===== config.mk =====
export PLATFORM = sky130hd
export DESIGN_NAME = mem_bus_master
export DESIGN_NICKNAME = d
export VERILOG_FILES = /design/src/rtl/mem_bus_master.sv
export SDC_FILE = /design/constraint.sdc
export NUM_CORES = 1
export LEC_CHECK = 0
export BUFFER_PORTS_ARGS = -buffer_cell sky130_fd_sc_hd__buf_4
export CAP_MARGIN = 0
export CORE_ASPECT_RATIO = 1.1
export CORE_MARGIN = 4
export CORE_UTILIZATION = 45
export CTS_CLUSTER_DIAMETER = 40
export DETAILED_ROUTE_END_ITERATION = 12
export PLACE_DENSITY = 0.76
export REMOVE_ABC_BUFFERS = 1
export SLEW_MARGIN = 20
export SYNTH_ARGS = -nofsm -noshare
export SYNTH_HDL_FRONTEND = slang
export SYNTH_SLANG_ARGS = --single-unit

===== constraint.sdc =====
create_clock -name clk -period 3.18 [get_ports clk]
set_clock_uncertainty 0.15 [all_clocks]
set_input_delay 0 -clock clk [delete_from_list [all_inputs] [get_ports clk]]
set_output_delay 0 -clock clk [all_outputs]
set_load 0.01 [all_outputs]

===== src/rtl/mem_bus_master.sv =====
// mem_bus_master: command-driven initiator for the native iomem bus.
// Takes single or auto-incrementing burst commands and issues one bus
// transaction per beat, returning one response per beat with backpressure.
// Optional feature: define MEM_BUS_MASTER_TIMEOUT_EN to abort beats whose
// mem_ready does not arrive within TIMEOUT_CYCLES cycles.
module mem_bus_master #(
    parameter int TIMEOUT_CYCLES = 255
) (
    input  logic        clk,
    input  logic        rst,
    input  logic        cmd_valid,
    output logic        cmd_ready,
    input  logic        cmd_write,
    input  logic [31:0] cmd_addr,
    input  logic [31:0] cmd_wdata,
    input  logic [3:0]  cmd_wstrb,
    input  logic [7:0]  cmd_len,
    output logic        rsp_valid,
    input  logic        rsp_ready,
    output logic [31:0] rsp_rdata,
    output logic        rsp_err,
    output logic        rsp_last,
    output logic        mem_valid,
    input  logic        mem_ready,
    output logic [31:0] mem_addr,
    output logic [31:0] mem_wdata,
    output logic [3:0]  mem_wstrb,
    input  logic [31:0] mem_rdata,
    output logic        busy
);

    typedef enum logic [1:0] {
        IDLE = 2'd0,
        REQ  = 2'd1,
        RSP  = 2'd2
    } state_t;

    // Reject out-of-range timeout settings at elaboration time.
    if (TIMEOUT_CYCLES < 1 || TIMEOUT_CYCLES > 65535) begin : g_bad_timeout
        $error("mem_bus_master: TIMEOUT_CYCLES must be within 1..65535");
    end

    state_t      state_reg, state_next;
    logic        write_reg, write_next;
    logic [31:0] addr_reg, addr_next;
    logic [31:0] wdata_reg, wdata_next;
    logic [3:0]  wstrb_reg, wstrb_next;
    logic [7:0]  cnt_reg, cnt_next;
    logic [31:0] rdata_reg, rdata_next;
    logic        err_reg, err_next;
    logic        timeout_hit;
    logic        last_beat;

`ifdef MEM_BUS_MASTER_TIMEOUT_EN
    // Terminal value is one less than the limit so mem_valid stays high
    // for exactly TIMEOUT_CYCLES cycles before the beat is abandoned.
    localparam logic [15:0] WAIT_TERM = 16'(TIMEOUT_CYCLES - 1);

    logic [15:0] wait_reg, wait_next;

    // Wait counter register.
    always_ff @(posedge clk) begin
        if (rst) begin
            wait_reg <= 16'd0;
        end else begin
            wait_reg <= wait_next;
        end
    end

    // Count stalled REQ cycles; held at zero elsewhere so every REQ starts fresh.
    always_comb begin
        wait_next = 16'd0;
        if (state_reg == REQ && !mem_ready) begin
            wait_next = wait_reg + 16'd1;
        end
    end

    // A same-cycle mem_ready takes priority over the terminal count.
    assign timeout_hit = (state_reg == REQ) && !mem_ready && (wait_reg == WAIT_TERM);
`else
    assign timeout_hit = 1'b0;
`endif

    assign last_beat = (cnt_reg == 8'd0) || err_reg;

    // State and datapath registers.
    always_ff @(posedge clk) begin
        if (rst) begin
            state_reg <= IDLE;
            write_reg <= 1'b0;
            addr_reg  <= 32'd0;
            wdata_reg <= 32'd0;
            wstrb_reg <= 4'd0;
            cnt_reg   <= 8'd0;
            rdata_reg <= 32'd0;
            err_reg   <= 1'b0;
        end else begin
            state_reg <= state_next;
            write_reg <= write_next;
            addr_reg  <= addr_next;
            wdata_reg <= wdata_next;
            wstrb_reg <= wstrb_next;
            cnt_reg   <= cnt_next;
            rdata_reg <= rdata_next;
            err_reg   <= err_next;
        end
    end

    // Next-state and datapath updates for the IDLE -> REQ -> RSP beat loop.
    always_comb begin
        state_next = state_reg;
        write_next = write_reg;
        addr_next  = addr_reg;
        wdata_next = wdata_reg;
        wstrb_next = wstrb_reg;
        cnt_next   = cnt_reg;
        rdata_next = rdata_reg;
        err_next   = err_reg;
        case (state_reg)
            IDLE: begin
                if (cmd_valid) begin
                    write_next = cmd_write;
                    addr_next  = cmd_addr;
                    wdata_next = cmd_wdata;
                    // Reads always present an all-zero strobe on the bus.
                    wstrb_next = cmd_write ? cmd_wstrb : 4'h0;
                    cnt_next   = cmd_len;
                    err_next   = 1'b0;
                    state_next = REQ;
                end
            end
            REQ: begin
                if (mem_ready) begin
                    rdata_next = write_reg ? 32'd0 : mem_rdata;
                    err_next   = 1'b0;
                    state_next = RSP;
                end else if (timeout_hit) begin
                    rdata_next = 32'd0;
                    err_next   = 1'b1;
                    state_next = RSP;
                end
            end
            RSP: begin
                if (rsp_ready) begin
                    if (last_beat) begin
                        state_next = IDLE;
                    end else begin
                        cnt_next   = cnt_reg - 8'd1;
                        addr_next  = addr_reg + 32'd4;
                        state_next = REQ;
                    end
                end
            end
            default: state_next = IDLE;
        endcase
    end

    assign cmd_ready = (state_reg == IDLE) && !rst;
    assign busy      = (state_reg != IDLE);
    assign mem_valid = (state_reg == REQ);
    assign mem_addr  = addr_reg;
    assign mem_wdata = wdata_reg;
    assign mem_wstrb = wstrb_reg;
    assign rsp_valid = (state_reg == RSP);
    assign rsp_rdata = rdata_reg;
    assign rsp_err   = rsp_valid && err_reg;
    assign rsp_last  = rsp_valid && last_beat;

endmodule


==> key figures, run 1 <==
STA
  – RSZ-0062 raised after global routing: false
  – Max Fclk: 0.3380 GHz
  – TNS Setup: 0 ns
  – Slew HR: 0.3686
  – Tmin final: 2.958 ns
  – Max-slew violation count: 0
  – Worst Tran Pin Value: 0.9419 ns
  – Setup Viol. Count Final: 0
  – Worst Hold Slack: 0.02893 ns
  – Fin crit share: 0.9303
  – Hold Vio Cnt, Final: 0

Drt
  – Routed wire length: 19,640 microns
  – Routed WL per cell: 17.35 microns
  – Final ANT Viol Nets: 0
  – DR iter-0 viols: 389
  – # DRC: 0
  – Vias per cell: 5.615
  – TritonRoute pass-1 iters: 6
  – Via count: 6,356

Synth
  – Adder-cell share of the synthesized area: 0.007375
  – Largest family of logic cells by synthesized area: simple AND/OR/NAND/NOR gates
  – Top FF cell, synth: dfxtp_1
  – Syn. warnings: 0
  – Post-synthesis simple-gate area fraction: 0.2805
  – Area fraction in compound gates after synthesis: 0.2144
  – Async SR Flop Fraction: 0
  – Synth Instances: 654
  – Mux share of post-synthesis cell area: 0.003933
  – Mean Syn Cell Area: 7.783 sq um
  – Post-synth EDFFs: 0
  – Synth Register Bits: 111
  – Sequential share of the synthesized area: 0.4366
  – Post-synthesis xor/xnor area fraction: 0.001721
  – Yosys cell types: 56
  – Area of the mapped netlist: 5090 sq um

Min path
  – Hold/Removal Path Class: primary input to register
  – Hold depth: 2

Finish
  – Layout Nets: 1,096
  – Most frequent cells in the layout: buf_4 (231), dlygate4sd3_1 (136), dfxtp_1 (110)
  – Commonest non-fill, non-tap cell in the layout: buf_4
  – Area delta synth->final: 67.13%
  – Layout fillers: 718
  – Share of post-route cells with drive strength above 1: 0.2683
  – Final std cells w/o fill: 1,132

CTS
  – Total CTS buffers: 9
  – CTS sink cnt: 111
  – Clock slew seen by the registers of the worst setup and hold paths: 0.07 ns
  – Latest clock arrival within the worst-skew pair: 0.34 ns
  – CTS Root Buffer Type: clkbuf_16
  – H-Tree Depth: 3
  – CTS tree: done
  – Post-CTS Setup Bufs: 0
  – Clock Tree Buf Depth: 2

Place
  – Dpl cells: 979
  – Hpwl dp: 11,280 microns
  – GPL Wtd Cong: 0.8179
  – Port-buffer cells: 218

Setup path
  – Reg2reg path depth: 9
  – Crit-path max FO: 14
  – CP Launch Type: register
  – Critical Path, Cell by Cell: inv_1 > ha_1 > nand2b_1 > nor4_1 > nor3_2 > buf_4 > nand2b_1 > a21oi_1 > dlygate4sd3_1
  – Worst EP arrival: 3.09 ns
  – Crit end category: register
  – Most frequent CP cell: nand2b_1
  – CP max stage delay: 0.76 ns
  – Crit Path Class: register to register
  – CP max-delay cell: nor3_2
  – CP Data Required Time: 3.31 ns

Global route
  – GRT Util Overall: 0.2894
  – Gr ovfl total: 0
  – Global-route wire length before repair: 30,590 microns
  – Vias in the first global route: 6,201
  – Antenna violations before repair: 1
  – Largest net degree at the start of global routing: 69

Floorplanning
  – I/O pin count: 220
  – Core area: 11,010 sq um
  – DIE AREA: 13,080 sq um
  – Die height: 119.5 microns
  – Die Span X: 109.4 microns
  – Rows: 40
  – Initial core utilization: 0.4623

Power and ir drop
  – Peak VDD IR: 0.0002910 V
  – Tot Pwr: 3.702 mW
  – Pwr per Cell Area: 435.2 nW/um^2
  – Pleak: 3.659 nW

Run
  – Max Cap Violations: 0

Outcome
  – Outcome: complete, no violations
cells in the mapped netlist (9+ instances only):
cell type / count / area share
a211oi_1: 9 / 0.013
a21oi_1: 104 / 0.10
a31oi_1: 15 / 0.018
clkbuf_1: 40 / 0.029
dfxtp_1: 111 / 0.44
inv_1: 11 / 0.0081
nand2_1: 107 / 0.079
nand3_1: 20 / 0.020
nand4_1: 12 / 0.015
nor2_1: 62 / 0.046
nor3b_1: 34 / 0.050
o21ai_0: 22 / 0.022
power breakdown:
part           internal (mW)  leakage, nW  switching [mW]  total [mW]
clock network          0.796        0.169           0.519        1.32
registers               1.48        0.909          0.0963        1.58
logic                  0.432         2.58           0.377       0.809
total                   2.71         3.66           0.993        3.70
metal layers:
metal  up-vias  track usage  wire length [microns]
met5         -            0                      0
met4         0       0.1419                    833
met3        83      0.07531                   1946
met2       370       0.4889                   9564
met1      2938       0.3343                   7299
li1       2965            -                      -
critical path: cells and delay by family, from the launching register on:
kind | cells | cell delay [ns]
AND/OR/NAND/NOR | 4 | 1.00
buffers and inverters | 3 | 1.03
flip-flops | 1 | 0.37
AO/OA/AOI/OAI | 1 | 0.13
adder cells (fa/ha/maj) | 1 | 0.22
final timing paths:
check / from / slack (ns) / end
hold / removal: rst / 0.03 / mem_addr[11]
setup / recovery: cnt_reg[0] / 0.22 / mem_addr[4]
hold reg to reg: mem_wdata[15] / 0.31 / mem_wdata[15]
setup reg to reg: cnt_reg[0] / 0.22 / mem_addr[4]
cells by family (layout without fill, tap and decap cells):
| logic type | count (synthesis) | after routing |
|---|---|---|
| AOI/OAI and AO/OA | 186 | 186 |
| adders and majority gates | 3 | 3 |
| buffers and inverters | 64 | 394 |
| DFF | 111 | 111 |
| and+or+nand+nor | 286 | 286 |
| muxes | 2 | 2 |
| xor gates and xnor gates | 1 | 1 |
| other | 1 | 2 |
through the flow:
step,setup slack (ns),util,instance area [sq um]
6_report,0.2218,0.7726,8507
5_1_grt,0.01989,0.7726,8507
4_1_cts,0.1814,0.7714,8493
3_5_place_dp,0.6198,0.6156,6778
3_3_place_gp,0.7545,0.6153,6775
2_1_floorplan,-0.5418,-,4852
area by class of cell:
cell class | count | area [sq um] | area share
repair buffers | 367 | 3095 | 0.3639
well taps | 147 | 183.9 | 0.02162
inverters | 11 | 41.29 | 0.004854
flip-flops and latches | 111 | 2223 | 0.2614
diodes | 1 | 2.502 | 0.0002942
multi-input cells | 479 | 2606 | 0.3064
clock inverters | 6 | 115.1 | 0.01353
clock buffers | 10 | 239.0 | 0.02809
timing repair:
item                                    4_1_cts  5_1_grt
hold buffers                                136        0
hold endpoints to repair                    111        0
endpoints found under the setup margin        0        1
gates resized for setup                       0        1
Power figures use the tool's default switching activity.
==> run 2: changes to the inputs <==
==> constraint.sdc (replaced) <==
create_clock -name clk -period 3.18 [get_ports clk]
set_clock_uncertainty 0.15 [all_clocks]
set_input_delay 0.159 -clock clk [delete_from_list [all_inputs] [get_ports clk]]
set_output_delay 0.159 -clock clk [all_outputs]
set_load 0.01 [all_outputs]
==> key figures, run 2 (synthesis results as in run 1) <==
Global route
  – Vias in the first global route: 5,417
  – Gr ovfl total: 0
  – Antenna violations before repair: 0
  – GRT Util Overall: 0.2476
  – Global-route wire length before repair: 26,180 microns
  – Largest net degree at the start of global routing: 69

Drt
  – Routed WL per cell: 16.19 microns
  – Final ANT Viol Nets: 0
  – Routed wire length: 17,000 microns
  – TritonRoute pass-1 iters: 5
  – DR iter-0 viols: 417
  – # DRC: 0
  – Vias per cell: 5.501
  – Via count: 5,776

Setup path
  – CP max-delay cell: nor3_2
  – Crit-path max FO: 14
  – Crit end category: register
  – Worst EP arrival: 2.69 ns
  – Crit-path leading delay family: simple AND/OR/NAND/NOR gates
  – Worst path bufs/invs: 2
  – Critical Path, Cell by Cell: inv_1 > ha_1 > nand2b_1 > nor4_1 > nor3_2 > buf_4 > o21ai_0 > a221oi_1
  – CP max stage delay: 0.72 ns
  – CP Data Required Time: 3.28 ns
  – Crit Path Class: register to register
  – CP Launch Type: register

CTS
  – Latest clock arrival within the worst-skew pair: 0.34 ns
  – CTS Root Buffer Type: clkbuf_16
  – Clock Tree Buf Depth: 2
  – CTS tree: done
  – Total CTS buffers: 9
  – Clock slew seen by the registers of the worst setup and hold paths: 0.07 ns
  – Post-CTS Setup Bufs: 0
  – Resize count post-CTS: 0
  – Post-cts hold buffer count: 55
  – H-Tree Depth: 3
  – CTS sink cnt: 111

Floorplanning
  – Die height: 119.5 microns
  – Die Span X: 109.4 microns
  – I/O pin count: 220
  – Core area: 11,010 sq um
  – Rows: 40
  – DIE AREA: 13,080 sq um
  – Initial core utilization: 0.4623

Finish
  – Seq. cell area: 2223 sq um
  – Layout Nets: 1,015
  – Final std cells w/o fill: 1,050
  – Most frequent cells in the layout: buf_4 (231), dfxtp_1 (110), nand2_1 (105)
  – Share of post-route cells with drive strength above 1: 0.2924
  – Layout fillers: 841
  – Area delta synth->final: 49.78%
  – Post-route core utilization: 0.6924
  – Finished Cell Area: 7624 sq um
  – Multi-input gate area: 2601 sq um
  – Diode count: 0
  – Commonest non-fill, non-tap cell in the layout: buf_4

Power and ir drop
  – Tot Pwr: 3.370 mW
  – Sw Pwr: 0.9804 mW
  – Sequential Power Share: 0.467
  – Peak VDD IR: 0.0002806 V
  – Pwr per Cell Area: 442.0 nW/um^2
  – Sw Share: 0.2909
  – Logic pwr share: 0.209
  – Int Pwr: 2.389 mW
  – Pleak: 3.244 nW
  – Clock Power Share: 0.325

Place
  – GPL Wtd Cong: 0.8153
  – Dpl ws: 0.5978 ns
  – Hpwl dp: 11,130 microns
  – Placed cell areas: 6778 sq um
  – Port-buffer cells: 218
  – Dpl cells: 979

Min path
  – Hold/Removal Path Class: primary input to register

STA
  – PnR worst setup slack: 0.5892 ns
  – Hold Vio Cnt, Final: 0
  – Max Fclk: 0.3860 GHz
  – Tmin final: 2.591 ns
  – Fin crit share: 0.8147
  – Worst Tran Pin Value: 0.8911 ns
  – Worst Hold Slack: 0.01186 ns
  – Max-slew violation count: 0
  – RSZ-0062 raised after global routing: false
  – Slew HR: 0.4027
  – Setup Viol. Count Final: 0
  – TNS Setup: 0 ns

Run
  – Max Cap Violations: 0

Outcome
  – Outcome: complete, no violations
==> run 2: area by class of cell <==
cell class                      instances  area share
Multi-Input combinational cell        479      0.3412
Timing Repair Buffer                  286      0.2997
Sequential cell                       111      0.2916
Clock buffer                            9     0.02954
Tap cell                              147     0.02413
Clock inverter                          7    0.008370
Inverter                               11    0.005416
==> run 2: power by group through the flow <==
stage | clock, mW | combinational (mW) | sequential [mW]
final | 1.09 | 0.703 | 1.57
after global routing | 1.17 | 0.764 | 1.59
after global placement | 0 | 0.622 | 1.60
after floorplan | 0 | 0.257 | 1.62
after CTS | 1.11 | 0.692 | 1.57
after detailed placement | 0 | 0.635 | 1.60
==> run 2: path summary, 6_finish.rpt <==
check | slack [ns] | cells past startpoint | to | start
worst min-delay path | 0.01 | 3 | mem_addr[15] | cmd_addr[15]
worst min register to register | 0.31 | 2 | mem_wstrb[1] | mem_wstrb[1]
worst max register to register | 0.59 | 8 | mem_addr[6] | cnt_reg[0]
worst max-delay path | 0.59 | 8 | mem_addr[6] | cnt_reg[0]
==> run 2: routing by layer <==
metal  global-route usage  part of all wire
met2               0.4103              0.48
met1               0.3092              0.40
met4               0.1044             0.029
met5                    0                 0
met3              0.05110             0.095
==> run 2: worst reg2reg max path: cells and delay by family, from the launching register on <==
kind | cells | cell delay (ns)
and+or+nand+nor | 3 | 0.89
DFF | 1 | 0.37
buffers and inverters | 2 | 0.44
AOI/OAI and AO/OA | 2 | 0.41
adders and majority gates | 1 | 0.23
==> run 3: changes to the inputs <==
==> constraint.sdc (replaced) <==
create_clock -name clk -period 2.5 [get_ports clk]
set_clock_uncertainty 0.15 [all_clocks]
set_input_delay 0.125 -clock clk [delete_from_list [all_inputs] [get_ports clk]]
set_output_delay 0.125 -clock clk [all_outputs]
set_load 0.01 [all_outputs]
==> key figures, run 3 (synthesis results as in run 1) <==
Power and ir drop
  – Sw Pwr: 1.248 mW
  – Logic pwr share: 0.203
  – Pwr per Cell Area: 584.7 nW/um^2
  – Pleak: 3.372 nW
  – Peak VDD IR: 0.0003090 V
  – Sw Share: 0.2707
  – Sequential Power Share: 0.434
  – Int Pwr: 3.362 mW
  – Clock Power Share: 0.363

Drt
  – Vias per cell: 5.572
  – TritonRoute pass-1 iters: 5
  – Via count: 5,956
  – Final ANT Viol Nets: 0
  – DR iter-0 viols: 482
  – # DRC: 0
  – Routed WL per cell: 16.68 microns
  – Routed wire length: 17,830 microns

Finish
  – Commonest non-fill, non-tap cell in the layout: buf_4
  – Seq. cell area: 2222 sq um
  – Finished Cell Area: 7885 sq um
  – Area delta synth->final: 54.92%
  – Share of post-route cells with drive strength above 1: 0.2928
  – Most frequent cells in the layout: buf_4 (236), dfxtp_1 (111), nand2_1 (106)
  – Layout fillers: 841
  – Multi-input gate area: 2594 sq um
  – Post-route core utilization: 0.7161
  – Layout Nets: 1,034
  – Diode count: 0

Setup path
  – Reg2reg path depth: 6
  – CP Data Required Time: 2.57 ns
  – CP Launch Type: register
  – Crit end category: register
  – Crit Path Class: register to register
  – Crit-path max FO: 33
  – Worst EP arrival: 2.36 ns

STA
  – RSZ-0062 raised after global routing: false
  – Fin crit share: 0.9150
  – Max Fclk: 0.4371 GHz
  – Tmin final: 2.288 ns
  – Slew HR: 0.5996
  – Setup Viol. Count Final: 0
  – Worst Tran Pin Value: 0.6006 ns
  – Hold Vio Cnt, Final: 0
  – Max-slew violation count: 0
  – TNS Setup: 0 ns
  – PnR worst setup slack: 0.2124 ns

Global route
  – Gr ovfl total: 0
  – Global-route wire length before repair: 28,150 microns
  – Largest net degree at the start of global routing: 66
  – GRT Util Overall: 0.2650
  – Antenna violations before repair: 0
  – Vias in the first global route: 5,876

Floorplanning
  – Initial core utilization: 0.4623
  – I/O pin count: 220
  – Die Span X: 109.4 microns
  – Rows: 40
  – Die height: 119.5 microns
  – DIE AREA: 13,080 sq um
  – Core area: 11,010 sq um

Place
  – Port-buffer cells: 218
  – Hpwl dp: 11,440 microns
  – Dpl ws: 0.2715 ns
  – GPL Wtd Cong: 0.8769
  – Placed cell areas: 6873 sq um

CTS
  – Clock slew seen by the registers of the worst setup and hold paths: 0.08 ns
  – Clock Tree Buf Depth: 2
  – CTS Root Buffer Type: clkbuf_16
  – Total CTS buffers: 9
  – CTS sink cnt: 111
  – CTS tree: done
  – Post-CTS Setup Bufs: 0
  – Latest clock arrival within the worst-skew pair: 0.35 ns
  – H-Tree Depth: 3

Min path
  – Hold/Removal Path Class: primary input to register
  – Hold depth: 3

Outcome
  – Outcome: complete, no violations

Run
  – Max Cap Violations: 0
## run 3: cell count changes in the layout (fill, tap and decap cells not counted), moves of 2 or more
| cell | previous run | this run |
|---|---|---|
| bufinv_16 | 0 | 3 |
| dlygate4sd3_1 | 55 | 66 |
| buf_12 | 0 | 3 |
| clkinv_4 | 2 | 0 |
| buf_4 | 231 | 236 |
## run 3: final timing paths
| path | from | to | slack [ns] |
|---|---|---|---|
| hold / removal | cmd_addr[11] | mem_addr[11] | 0.006 |
| setup reg to reg | cnt_reg[4] | mem_addr[16] | 0.21 |
| setup / recovery | cnt_reg[4] | mem_addr[16] | 0.21 |
| hold reg to reg | mem_wstrb[3] | mem_wstrb[3] | 0.31 |
## run 3: repair_timing
action,in CTS,in global routing
hold buffers,66,0
endpoints found under the hold margin,66,0
gates resized for setup,0,0
setup endpoints to repair,0,0
## run 3: cell type report
cell class / count / area share
clock inverter: 7 / 0.01603
multi-input combinational: 479 / 0.3289
inverter: 11 / 0.005236
clock buffer: 9 / 0.02856
sequential: 111 / 0.2818
timing repair buffer: 305 / 0.3161
tap: 147 / 0.02333
## run 3: routing by layer
metal / vias up / wire, microns / GRT usage
li1: 2842 / - / -
met1: 2759 / 6684 / 0.3039
met2: 309 / 8933 / 0.4702
met3: 46 / 1598 / 0.05003
met4: 0 / 615 / 0.1169
met5: - / 0 / 0
## run 3: per-stage QoR
stage	std cells	power (mW)	hold slack (ns)
after floorplan	601	2.387	0.04407
after global placement	987	2.838	0.2235
after detailed placement	987	2.864	0.2322
after CTS	1069	4.607	0.001793
after global routing	1069	4.800	0.02486
final	1069	4.610	0.006209
## run 3: worst max-delay path, stage by stage, from the launching register on
cell and delay [ns]:
dfxtp_1 0.34, or3_4 0.40, or4_4 0.56, nand2_2 0.19, buf_12 0.21, a2bb2oi_1 0.22, nor2_1 0.07
## run 3: power groups by stage
stage	combinational (mW)	sequential (mW)	clock (mW)
after floorplan	0.327	2.06	0
after detailed placement	0.832	2.03	0
after CTS	0.919	1.99	1.70
after global routing	1.01	2.01	1.77
final	0.936	2.00	1.68
after global placement	0.813	2.03	0
